## src/rtl/m68k_dtack_gen.sv

```systemverilog
// m68k_dtack_gen: 68000 DTACK/BERR generator with per-region wait states.
// Latency: dtack_n falls at start+1+WS (RAM/IO), ROM one cycle after data valid; registered outputs.
// Backpressure: the CPU holds AS_n low until dtack_n; AS_n rising aborts WAIT or ends ACK/ERR.
// Optional feature: define DTACK_TIMEOUT_EN to add the bus-error timeout (ERR state).
module m68k_dtack_gen #(
  parameter int unsigned WS_RAM  = 1,
  parameter int unsigned WS_IO   = 2,
  parameter int unsigned TIMEOUT = 255
) (
  input  logic clk,
  input  logic reset,
  input  logic cpu_as_n,
  input  logic prog_rom_cs,
  input  logic ram_cs,
  input  logic sprite_ram_cs,
  input  logic shared_ram_cs,
  input  logic io_cs,
  input  logic rom_data_valid,
  input  logic shared_ram_busy,
  output logic rom_req,
  output logic dtack_n,
  output logic berr_n,
  output logic busy
);

  localparam logic [7:0] WS_RAM_C = 8'(WS_RAM);
  localparam logic [7:0] WS_IO_C  = 8'(WS_IO);

  typedef enum logic [1:0] {
    S_IDLE = 2'd0,
    S_WAIT = 2'd1,
    S_ACK  = 2'd2
`ifdef DTACK_TIMEOUT_EN
    , S_ERR = 2'd3
`endif
  } state_t;

  typedef enum logic [2:0] {
    C_NONE = 3'd0,
    C_ROM  = 3'd1,
    C_SHR  = 3'd2,
    C_RAM  = 3'd3,
    C_IO   = 3'd4
  } cls_t;

  state_t     state_q, state_nxt;
  cls_t       cls_q, cls_start;
  logic [7:0] cnt_q, cnt_load;
  logic       as_q;        // previous cpu_as_n, for falling-edge detection
  logic       armed;       // AS_n has been seen high since reset
  logic       first_q;     // first WAIT cycle after a start
  logic       rom_seen_q;  // rom_data_valid observed during this WAIT
  logic       start;
  logic       wait_done;
  logic       dtack_d, busy_d, rom_req_d;

`ifdef DTACK_TIMEOUT_EN
  localparam logic [7:0] TMO_C = 8'(TIMEOUT);
  logic [7:0] tmo_q;
  logic       berr_d;
`endif

  // A cycle starts only in IDLE on a fresh AS_n falling edge.
  assign start = (state_q == S_IDLE) && armed && as_q && !cpu_as_n;

  // Region class at start, priority ROM > shared > RAM/sprite > io > none; and its wait count.
  always_comb begin
    cls_start = C_NONE;
    cnt_load  = 8'd0;
    if (prog_rom_cs) begin
      cls_start = C_ROM;
    end else if (shared_ram_cs) begin
      cls_start = C_SHR;
      cnt_load  = WS_RAM_C;
    end else if (ram_cs || sprite_ram_cs) begin
      cls_start = C_RAM;
      cnt_load  = WS_RAM_C;
    end else if (io_cs) begin
      cls_start = C_IO;
      cnt_load  = WS_IO_C;
    end
  end

  // Completion condition of the WAIT state for the latched class.
  always_comb begin
    wait_done = 1'b0;
    case (cls_q)
      C_ROM:       wait_done = rom_seen_q;
      C_SHR:       wait_done = (cnt_q == 8'd0) && !shared_ram_busy;
      C_RAM, C_IO: wait_done = (cnt_q == 8'd0);
      default:     wait_done = 1'b0;
    endcase
  end

  // Next-state logic; AS_n release has priority over any completion.
  always_comb begin
    state_nxt = state_q;
    case (state_q)
      S_IDLE: if (start) state_nxt = S_WAIT;
      S_WAIT: begin
        if (cpu_as_n)       state_nxt = S_IDLE;
        else if (wait_done) state_nxt = S_ACK;
`ifdef DTACK_TIMEOUT_EN
        else if (tmo_q + 8'd1 == TMO_C) state_nxt = S_ERR;
`endif
      end
      S_ACK:  if (cpu_as_n) state_nxt = S_IDLE;
`ifdef DTACK_TIMEOUT_EN
      S_ERR:  if (cpu_as_n) state_nxt = S_IDLE;
`endif
      default: state_nxt = S_IDLE;
    endcase
  end

  // Output decode from the next state so registered outputs line up with the state.
  always_comb begin
    dtack_d   = (state_nxt != S_ACK);
    busy_d    = (state_nxt != S_IDLE);
    rom_req_d = (state_q == S_WAIT) && first_q && (cls_q == C_ROM);
`ifdef DTACK_TIMEOUT_EN
    berr_d    = (state_nxt != S_ERR);
`endif
  end

  // State and output registers.
  always_ff @(posedge clk) begin
    if (reset) begin
      state_q <= S_IDLE;
      dtack_n <= 1'b1;
      busy    <= 1'b0;
      rom_req <= 1'b0;
    end else begin
      state_q <= state_nxt;
      dtack_n <= dtack_d;
      busy    <= busy_d;
      rom_req <= rom_req_d;
    end
  end

`ifdef DTACK_TIMEOUT_EN
  // Bus-error output register.
  always_ff @(posedge clk) begin
    if (reset) berr_n <= 1'b1;
    else       berr_n <= berr_d;
  end
`else
  assign berr_n = 1'b1;
`endif

  // Datapath: AS_n history, class latch, wait counter and ROM-valid capture.
  always_ff @(posedge clk) begin
    if (reset) begin
      as_q       <= 1'b1;
      armed      <= 1'b0;
      cls_q      <= C_NONE;
      cnt_q      <= 8'd0;
      first_q    <= 1'b0;
      rom_seen_q <= 1'b0;
    end else begin
      as_q  <= cpu_as_n;
      armed <= armed | cpu_as_n;
      if (start) begin
        cls_q      <= cls_start;
        cnt_q      <= cnt_load;
        first_q    <= 1'b1;
        rom_seen_q <= 1'b0;
      end else if (state_q == S_WAIT) begin
        first_q    <= 1'b0;
        rom_seen_q <= rom_seen_q | (rom_data_valid && cls_q == C_ROM);
        if (!(cls_q == C_SHR && shared_ram_busy) && cnt_q != 8'd0)
          cnt_q <= cnt_q - 8'd1;
      end else begin
        first_q <= 1'b0;
      end
    end
  end

`ifdef DTACK_TIMEOUT_EN
  // Timeout counter: cleared at start, counts every WAIT cycle.
  always_ff @(posedge clk) begin
    if (reset)                 tmo_q <= 8'd0;
    else if (start)            tmo_q <= 8'd0;
    else if (state_q == S_WAIT) tmo_q <= tmo_q + 8'd1;
  end
`endif

endmodule

```

## config.mk

```make
export PLATFORM = sky130hd
export DESIGN_NAME = m68k_dtack_gen
export DESIGN_NICKNAME = d
export VERILOG_FILES = /design/src/rtl/m68k_dtack_gen.sv
export SDC_FILE = /design/constraint.sdc
export NUM_CORES = 1
export LEC_CHECK = 0
export CAP_MARGIN = 15
export CORE_MARGIN = 5
export CORE_UTILIZATION = 55
export CTS_BUF_LIST = sky130_fd_sc_hd__clkbuf_8 sky130_fd_sc_hd__clkbuf_16
export CTS_CLUSTER_DIAMETER = 60
export CTS_CLUSTER_SIZE = 25
export DETAILED_ROUTE_END_ITERATION = 10
export PLACE_DENSITY = 0.84
export SLEW_MARGIN = 40
export SYNTH_ARGS = -nofsm -noshare
export SYNTH_HDL_FRONTEND = slang
export SYNTH_SLANG_ARGS = --single-unit
```

## constraint.sdc

```tcl
create_clock -name clk -period 2.8 [get_ports clk]
set_clock_uncertainty 0.05 [all_clocks]
set_input_delay 0.56 -clock clk [delete_from_list [all_inputs] [get_ports clk]]
set_output_delay 0.56 -clock clk [all_outputs]
set_load 0.02 [all_outputs]
```

==> results.txt, run 1 <==
----------------------------------------------------
[Yosys]
  Synth Cell Area ... 906 um^2
  Cell accounting for the most synthesized area ... sky130_fd_sc_hd__dfxtp_1
  Synthesized netlist net count ... 112
  Number of instances in the synthesized netlist ... 101
  Number of unique standard cell types used by synthesis ... 38
  Cell types occupying the most area after synthesis ... sky130_fd_sc_hd__dfxtp_1, sky130_fd_sc_hd__a21oi_1, sky130_fd_sc_hd__nor2_1
  Synth Area per Inst ... 8.97 um^2
  Warnings from Yosys ... 0
  Area share of the largest cell type after synthesis ... 44.2%
  Yosys reg bits ... 20
  Fraction of the yosys area taken by sequential cells ... 44.2%

[Die]
  Starting Density ... 58.8%
  Site Rows ... 14
  I/O pin cnt ... 14
  Core region area ... 0.00154 mm^2
  Die width ... 50.6 um
  Overall die area ... 0.00256 mm^2
  Die boundary height ... 50.6 um

[Setup path]
  Required time of the worst setup path ... 2.89 ns
  CP Data Arrival Time ... 2.16 ns
  Crit-path max FO ... 11
  Kind of launch point of the worst setup path ... input pin
  Category of the worst setup path capture point ... register
  Worst Setup Path Type ... in2reg

[Worst hold path]
  Hold Crit Class ... reg2reg

[STA]
  Post-Route Setup TNS ... 0 ns
  Max Slew Vio Count ... 0
  Final hold violations ... 0
  Final Critical Period ... 2.07 ns
  Count of final setup violators ... 0
  Tcrit/Tclk final ... 73.8%
  FMAX ... 0.484 GHz
  Setup repair after global routing missed its margin ... false

[Global route]
  First-pass GRT wire length ... 3020 um
  Maximum number of pins on one net before global-route repair ... 12
  Antenna violations before repair ... 0
  Gr usage total ... 14.9%
  Number of global-route vias before repair ... 723
  Total congestion overflow ... 0

[Routing]
  Vias after detailed routing ... 763
  Average vias per placed instance ... 5.87
  Router iterations before antenna repair ... 4
  Post-DR wirelength/cell ... 13.7 um
  Count of unresolved DRC violations after routing ... 0
  Initial DRC count ... 9
  Final antenna-violating net count ... 0
  Total detailed-routing wirelength ... 1780 um

[CTS]
  Worst-Skew Late Latency ... 0.25 ns
  Number of buffers inserted for hold repair after clock tree synthesis ... 0
  Maximum count of clock buffers along a single path ... 2
  Root Buffer ... sky130_fd_sc_hd__clkbuf_8
  Number of buffers created by CTS ... 3
  Number of H-tree levels ... 1
  CTS sink count ... 20
  TritonCTS clock tree ... done
  Number of buffers added for setup after CTS ... 0
  Number of resized instances in the post-cts repair step ... 0
  Clock Pin Slew Worst Setup and Hold Paths ... 0.07 ns

[Cells and area]
  Post-layout net count ... 127
  Area growth from synthesis to layout ... 19.1%
  Diodes inserted ... 0
  Regs by FF count ... cnt_q (8), cls_q (3), state_q (2)
  Biggest register ... cnt_q
  Layout cells sized above 1 ... 12.3%
  Post-route cell area ... 0.00108 mm^2
  Max FFs per register ... 8

[Status]
  Result of the run ... finished clean

[Place]
  HPWL after detailed placement ... 1370 um
  Weighted congestion at the end of routability-driven global placement ... 0.838
  Post-Place Cell Area ... 0.00104 mm^2
  Count of port buffers added during placement ... 12

[Power and ir drop]
  Worst supply voltage drop on vdd ... 0.440 mV
  PD cells ... 496 mW/mm^2
  Leakage Power ... 0.399 nW

[Flow run]
  Number of maximum-capacitance violations ... 0

----------------------------------------------------
==> cell usage in the layout, fill, tap and decap left out, drive strengths merged <==
cell type | synthesis | layout
o21ai | 7 | 7
nand4bb | 3 | 3
o211ai | 1 | 1
dfxtp | 20 | 20
buf | 2 | 1
nor2 | 10 | 10
a221o | 1 | 1
a2bb2o | 1 | 1
nor3 | 2 | 2
o31ai | 1 | 1
and3 | 1 | 1
nor2b | 2 | 2
and4 | 1 | 1
or3 | 6 | 6
a31oi | 1 | 1
inv | 5 | 5
clkdlybuf4s50 | 0 | 12
a311oi | 1 | 1
or3b | 1 | 1
or4 | 3 | 3
clkbuf | 1 | 3
nand2 | 5 | 5
o2111ai | 2 | 2
nor3b | 3 | 3
or2 | 2 | 2
nand2b | 2 | 2
o22ai | 1 | 1
a21oi | 8 | 8
xor2 | 1 | 1
conb | 1 | 1
ha | 1 | 1
and2b | 1 | 1
o311a | 1 | 1
nand3 | 3 | 3
==> cell usage after synthesis, drive strengths merged <==
master	instances
nand4bb	3
nand3	3
nor2	10
or3	6
a311oi	1
o311a	1
and3	1
o21ai	7
or4	3
nand2	5
or3b	1
a31oi	1
nand2b	2
nor2b	2
o2111ai	2
o211ai	1
clkbuf	1
o31ai	1
a2bb2o	1
conb	1
inv	5
or2	2
nor3	2
a221o	1
o22ai	1
nor3b	3
dfxtp	20
and4	1
a21oi	8
ha	1
and2b	1
buf	2
xor2	1
==> final cells by class <==
class	instances	area (um^2)
clock buffers	3	41.3
fillers	125	463
inverters	5	18.8
multi-input cells	73	470
flip-flops and latches	20	400
well taps	16	20.0
repair buffers	13	128
==> cells by family (layout without fill, tap and decap cells) <==
| kind of cell | Yosys count | count (layout) | synth area share (%) |
|---|---|---|---|
| AOI/OAI and AO/OA | 25 | 25 | 18.4 |
| xor gates and xnor gates | 1 | 1 | 0.967 |
| adders and majority gates | 1 | 1 | 1.38 |
| buffers and inverters | 8 | 21 | 3.87 |
| DFF | 20 | 20 | 44.2 |
| other | 1 | 1 | 0.414 |
| and+or+nand+nor | 45 | 45 | 30.8 |
==> report_power, final <==
group,leakage (nW),total (mW),internal [mW],switching [mW]
registers,0.162,0.296,0.291,0.00505
logic,0.215,0.0598,0.0297,0.0301
clock network,0.0216,0.179,0.0955,0.0835
total,0.399,0.535,0.416,0.119
==> through the flow <==
| step | hold slack, ns | power [mW] | instances | utilization [%] | worst slack, ns |
|---|---|---|---|---|---|
| final | 0.431 | 0.535 | 130 | 70.0 | 0.735 |
| after global routing | 0.454 | 0.560 | 130 | 70.0 | 0.659 |
| after CTS | 0.430 | 0.539 | 130 | 70.0 | 0.738 |
| after detailed placement | 0.415 | 0.362 | 127 | 67.3 | 0.485 |
| after global placement | 0.411 | 0.360 | 127 | 67.3 | 0.517 |
| after floorplan | 0.384 | 0.339 | 101 | - | 1.02 |
==> worst paths after layout <==
kind | startpoint | to | slack (ns) | cells past startpoint
worst max-delay path | cpu_as_n | cls_q[1] | 0.73 | 5
worst min-delay path | armed | armed | 0.43 | 2
worst max register to register | cnt_q[3] | state_q[1] | 1.01 | 4
worst min register to register | armed | armed | 0.43 | 2
==> layer usage <==
| layer | wire, um | vias to the layer above | track usage, % |
|---|---|---|---|
| li1 | - | 399 | - |
| met1 | 799 | 350 | 17.8 |
| met2 | 905 | 14 | 24.6 |
| met3 | 70 | 0 | 5.03 |
| met4 | 0 | 0 | 5.11 |
| met5 | 0 | - | 0 |
==> critical path, cell delays in order <==
cell,delay (ns)
sky130_fd_sc_hd__clkdlybuf4s50_1,0.45
sky130_fd_sc_hd__nand4bb_1,0.20
sky130_fd_sc_hd__or2_2,0.39
sky130_fd_sc_hd__nand2_1,0.25
sky130_fd_sc_hd__a2bb2o_1,0.30
(Power assumes the default switching activity.)
==> run 2: changes to the inputs <==
--- a/config.mk
+++ b/config.mk
@@ -7,12 +7,12 @@
 export LEC_CHECK = 0
 export CAP_MARGIN = 15
 export CORE_MARGIN = 5
-export CORE_UTILIZATION = 55
+export CORE_UTILIZATION = 51
 export CTS_BUF_LIST = sky130_fd_sc_hd__clkbuf_8 sky130_fd_sc_hd__clkbuf_16
 export CTS_CLUSTER_DIAMETER = 60
 export CTS_CLUSTER_SIZE = 25
 export DETAILED_ROUTE_END_ITERATION = 10
-export PLACE_DENSITY = 0.84
+export PLACE_DENSITY = 0.79
 export SLEW_MARGIN = 40
 export SYNTH_ARGS = -nofsm -noshare
 export SYNTH_HDL_FRONTEND = slang
==> constraint.sdc (replaced) <==
create_clock -name clk -period 2 [get_ports clk]
set_clock_uncertainty 0.05 [all_clocks]
set_input_delay 0.4 -clock clk [delete_from_list [all_inputs] [get_ports clk]]
set_output_delay 0.4 -clock clk [all_outputs]
set_load 0.02 [all_outputs]
==> run 2 against run 1 <==
Effect of this change:
- global-route usage increased by 1.4 points
- cell count increased by 11%
- sequential power increased by 40%
- sequential cell count unchanged
- combinational power increased by 52%
==> results.txt, run 2 (same netlist as run 1, synthesis figures left out) <==
----------------------------------------------------
[STA]
  Max Slew Vio Count ... 0
  Final Critical Period ... 1.80 ns
  Count of final setup violators ... 0
  Final hold violations ... 0
  Post-Route Setup TNS ... 0 ns
  FMAX ... 0.554 GHz
  Worst-case setup margin in the final layout ... 0.196 ns
  Tcrit/Tclk final ... 90.2%
  Setup repair after global routing missed its margin ... false

[Setup path]
  Worst r2r src ... cnt_q[3]
  Kind of launch point of the worst setup path ... register
  CP Data Arrival Time ... 1.93 ns
  Crit-path max FO ... 7
  Crit Reg-Reg Endpoint ... cnt_q[0]
  R2R depth ... 4
  Required time of the worst setup path ... 2.12 ns
  Reg-to-reg setup timing slack ... 0.20 ns
  Category of the worst setup path capture point ... register
  Worst Setup Path Type ... reg2reg

[CTS]
  Number of resized instances in the post-cts repair step ... 0
  Maximum count of clock buffers along a single path ... 2
  Root Buffer ... sky130_fd_sc_hd__clkbuf_8
  Clock Pin Slew Worst Setup and Hold Paths ... 0.07 ns
  CTS sink count ... 20
  Number of buffers inserted for hold repair after clock tree synthesis ... 0
  Number of buffers created by CTS ... 3
  Worst-Skew Late Latency ... 0.26 ns
  TritonCTS clock tree ... done
  Number of buffers added for setup after CTS ... 0
  Number of H-tree levels ... 1

[Power and ir drop]
  Sequential power share ... 46.0%
  PD cells ... 785 mW/mm^2
  Worst supply voltage drop on vdd ... 0.500 mV
  Leakage Power ... 0.431 nW
  NetSw ... 0.182 mW
  Fraction of power consumed by the clock network ... 44.0%
  Fraction of power spent switching nets ... 20.2%
  Combinational share of power ... 10.0%
  Internal power consumption ... 0.720 mW

[Routing]
  Final antenna-violating net count ... 0
  Router iterations before antenna repair ... 6
  Average vias per placed instance ... 5.61
  Post-DR wirelength/cell ... 12.9 um
  Initial DRC count ... 14
  Total detailed-routing wirelength ... 1860 um
  Count of unresolved DRC violations after routing ... 0
  Vias after detailed routing ... 808

[Global route]
  Number of global-route vias before repair ... 803
  Antenna violations before repair ... 0
  Gr usage total ... 16.3%
  Total congestion overflow ... 0
  Maximum number of pins on one net before global-route repair ... 13
  First-pass GRT wire length ... 3340 um

[Die]
  Die width ... 52.1 um
  Die boundary height ... 52.1 um
  Site Rows ... 15
  I/O pin cnt ... 14
  Overall die area ... 0.00272 mm^2
  Starting Density ... 53.0%
  Core region area ... 0.00171 mm^2

[Cells and area]
  Most used cells in the layout excluding fill and tap cells ... sky130_fd_sc_hd__dfxtp_1, sky130_fd_sc_hd__clkdlybuf4s50_1, sky130_fd_sc_hd__nor2_1
  Post-layout net count ... 131
  Diodes inserted ... 0
  Area growth from synthesis to layout ... 26.9%
  Leading cell type in the layout, fill and taps excluded ... sky130_fd_sc_hd__dfxtp_1
  Max FFs per register ... 8
  Regs by FF count ... cnt_q (8), cls_q (3), state_q (2)
  Layout cells sized above 1 ... 16.0%
  Biggest register ... cnt_q

[Place]
  Weighted congestion at the end of routability-driven global placement ... 0.818
  Post-placement setup slack ... 0.0482 ns
  HPWL after detailed placement ... 1420 um
  Count of port buffers added during placement ... 12

[Worst hold path]
  Endpoint of the worst hold-timing path ... rom_seen_q
  Worst hold path stage count ... 2
  Hold Crit Class ... reg2reg
  Min-Delay Startpoint ... rom_seen_q

[Status]
  Result of the run ... finished clean

[Flow run]
  Number of maximum-capacitance violations ... 0

----------------------------------------------------
## run 2: cell types whose count changed in the layout (fill, tap and decap cells not counted), sizes merged
cell and delta:
bufinv +1, buf +4
## run 2: how the worst max path moves through the flow
stage / to / from / slack, ns
2_1_floorplan: cls_q[1] / cpu_as_n / 0.38
3_3_place_gp: cls_q[1] / cpu_as_n / 0.10
3_5_place_dp: cnt_q[5] / shared_ram_busy / 0.05
4_1_cts: cnt_q[0] / cnt_q[3] / 0.20
5_1_grt: cnt_q[0] / cnt_q[3] / 0.12
6_report: cnt_q[0] / cnt_q[3] / 0.20
## run 2: worst max-delay path: stages, from the launching register on
cell	delay [ns]
sky130_fd_sc_hd__dfxtp_1	0.35
sky130_fd_sc_hd__or4_4	0.58
sky130_fd_sc_hd__nor3b_2	0.35
sky130_fd_sc_hd__o21ai_1	0.15
sky130_fd_sc_hd__a311oi_2	0.23
## run 2: area by class of cell
class	count	area (um^2)
Clock buffer	3	41.3
Clock inverter	1	30.0
Fill cell	140	558
Inverter	5	18.8
Multi-Input combinational cell	73	470
Sequential cell	20	400
Tap cell	25	31.3
Timing Repair Buffer	17	158
## run 2: metal layers
metal	global-route usage, %	up-vias	wire length, um
met5	0	-	0
met4	6.81	0	38
met3	3.44	7	91
met2	27.0	24	875
met1	20.3	373	850
li1	-	404	-
## run 2: stage by stage
step	power [mW]	instance area, um^2	utilization [%]	std cells	hold WS, ns
2_1_floorplan	0.474	906	-	101	0.384
5_1_grt	0.938	1150	67.3	144	0.457
4_1_cts	0.910	1150	67.3	144	0.434
6_report	0.903	1150	67.3	144	0.432
3_5_place_dp	0.513	1080	63.2	140	0.420
3_3_place_gp	0.509	1080	63.2	140	0.407
## run 2: power groups by stage
stage / clock [mW] / combinational [mW] / sequential [mW]
global placement: 0 / 0.0860 / 0.423
global route: 0.422 / 0.0997 / 0.417
finish: 0.397 / 0.0906 / 0.415
floorplan: 0 / 0.0511 / 0.423
CTS: 0.406 / 0.0897 / 0.415
detailed placement: 0 / 0.0888 / 0.424
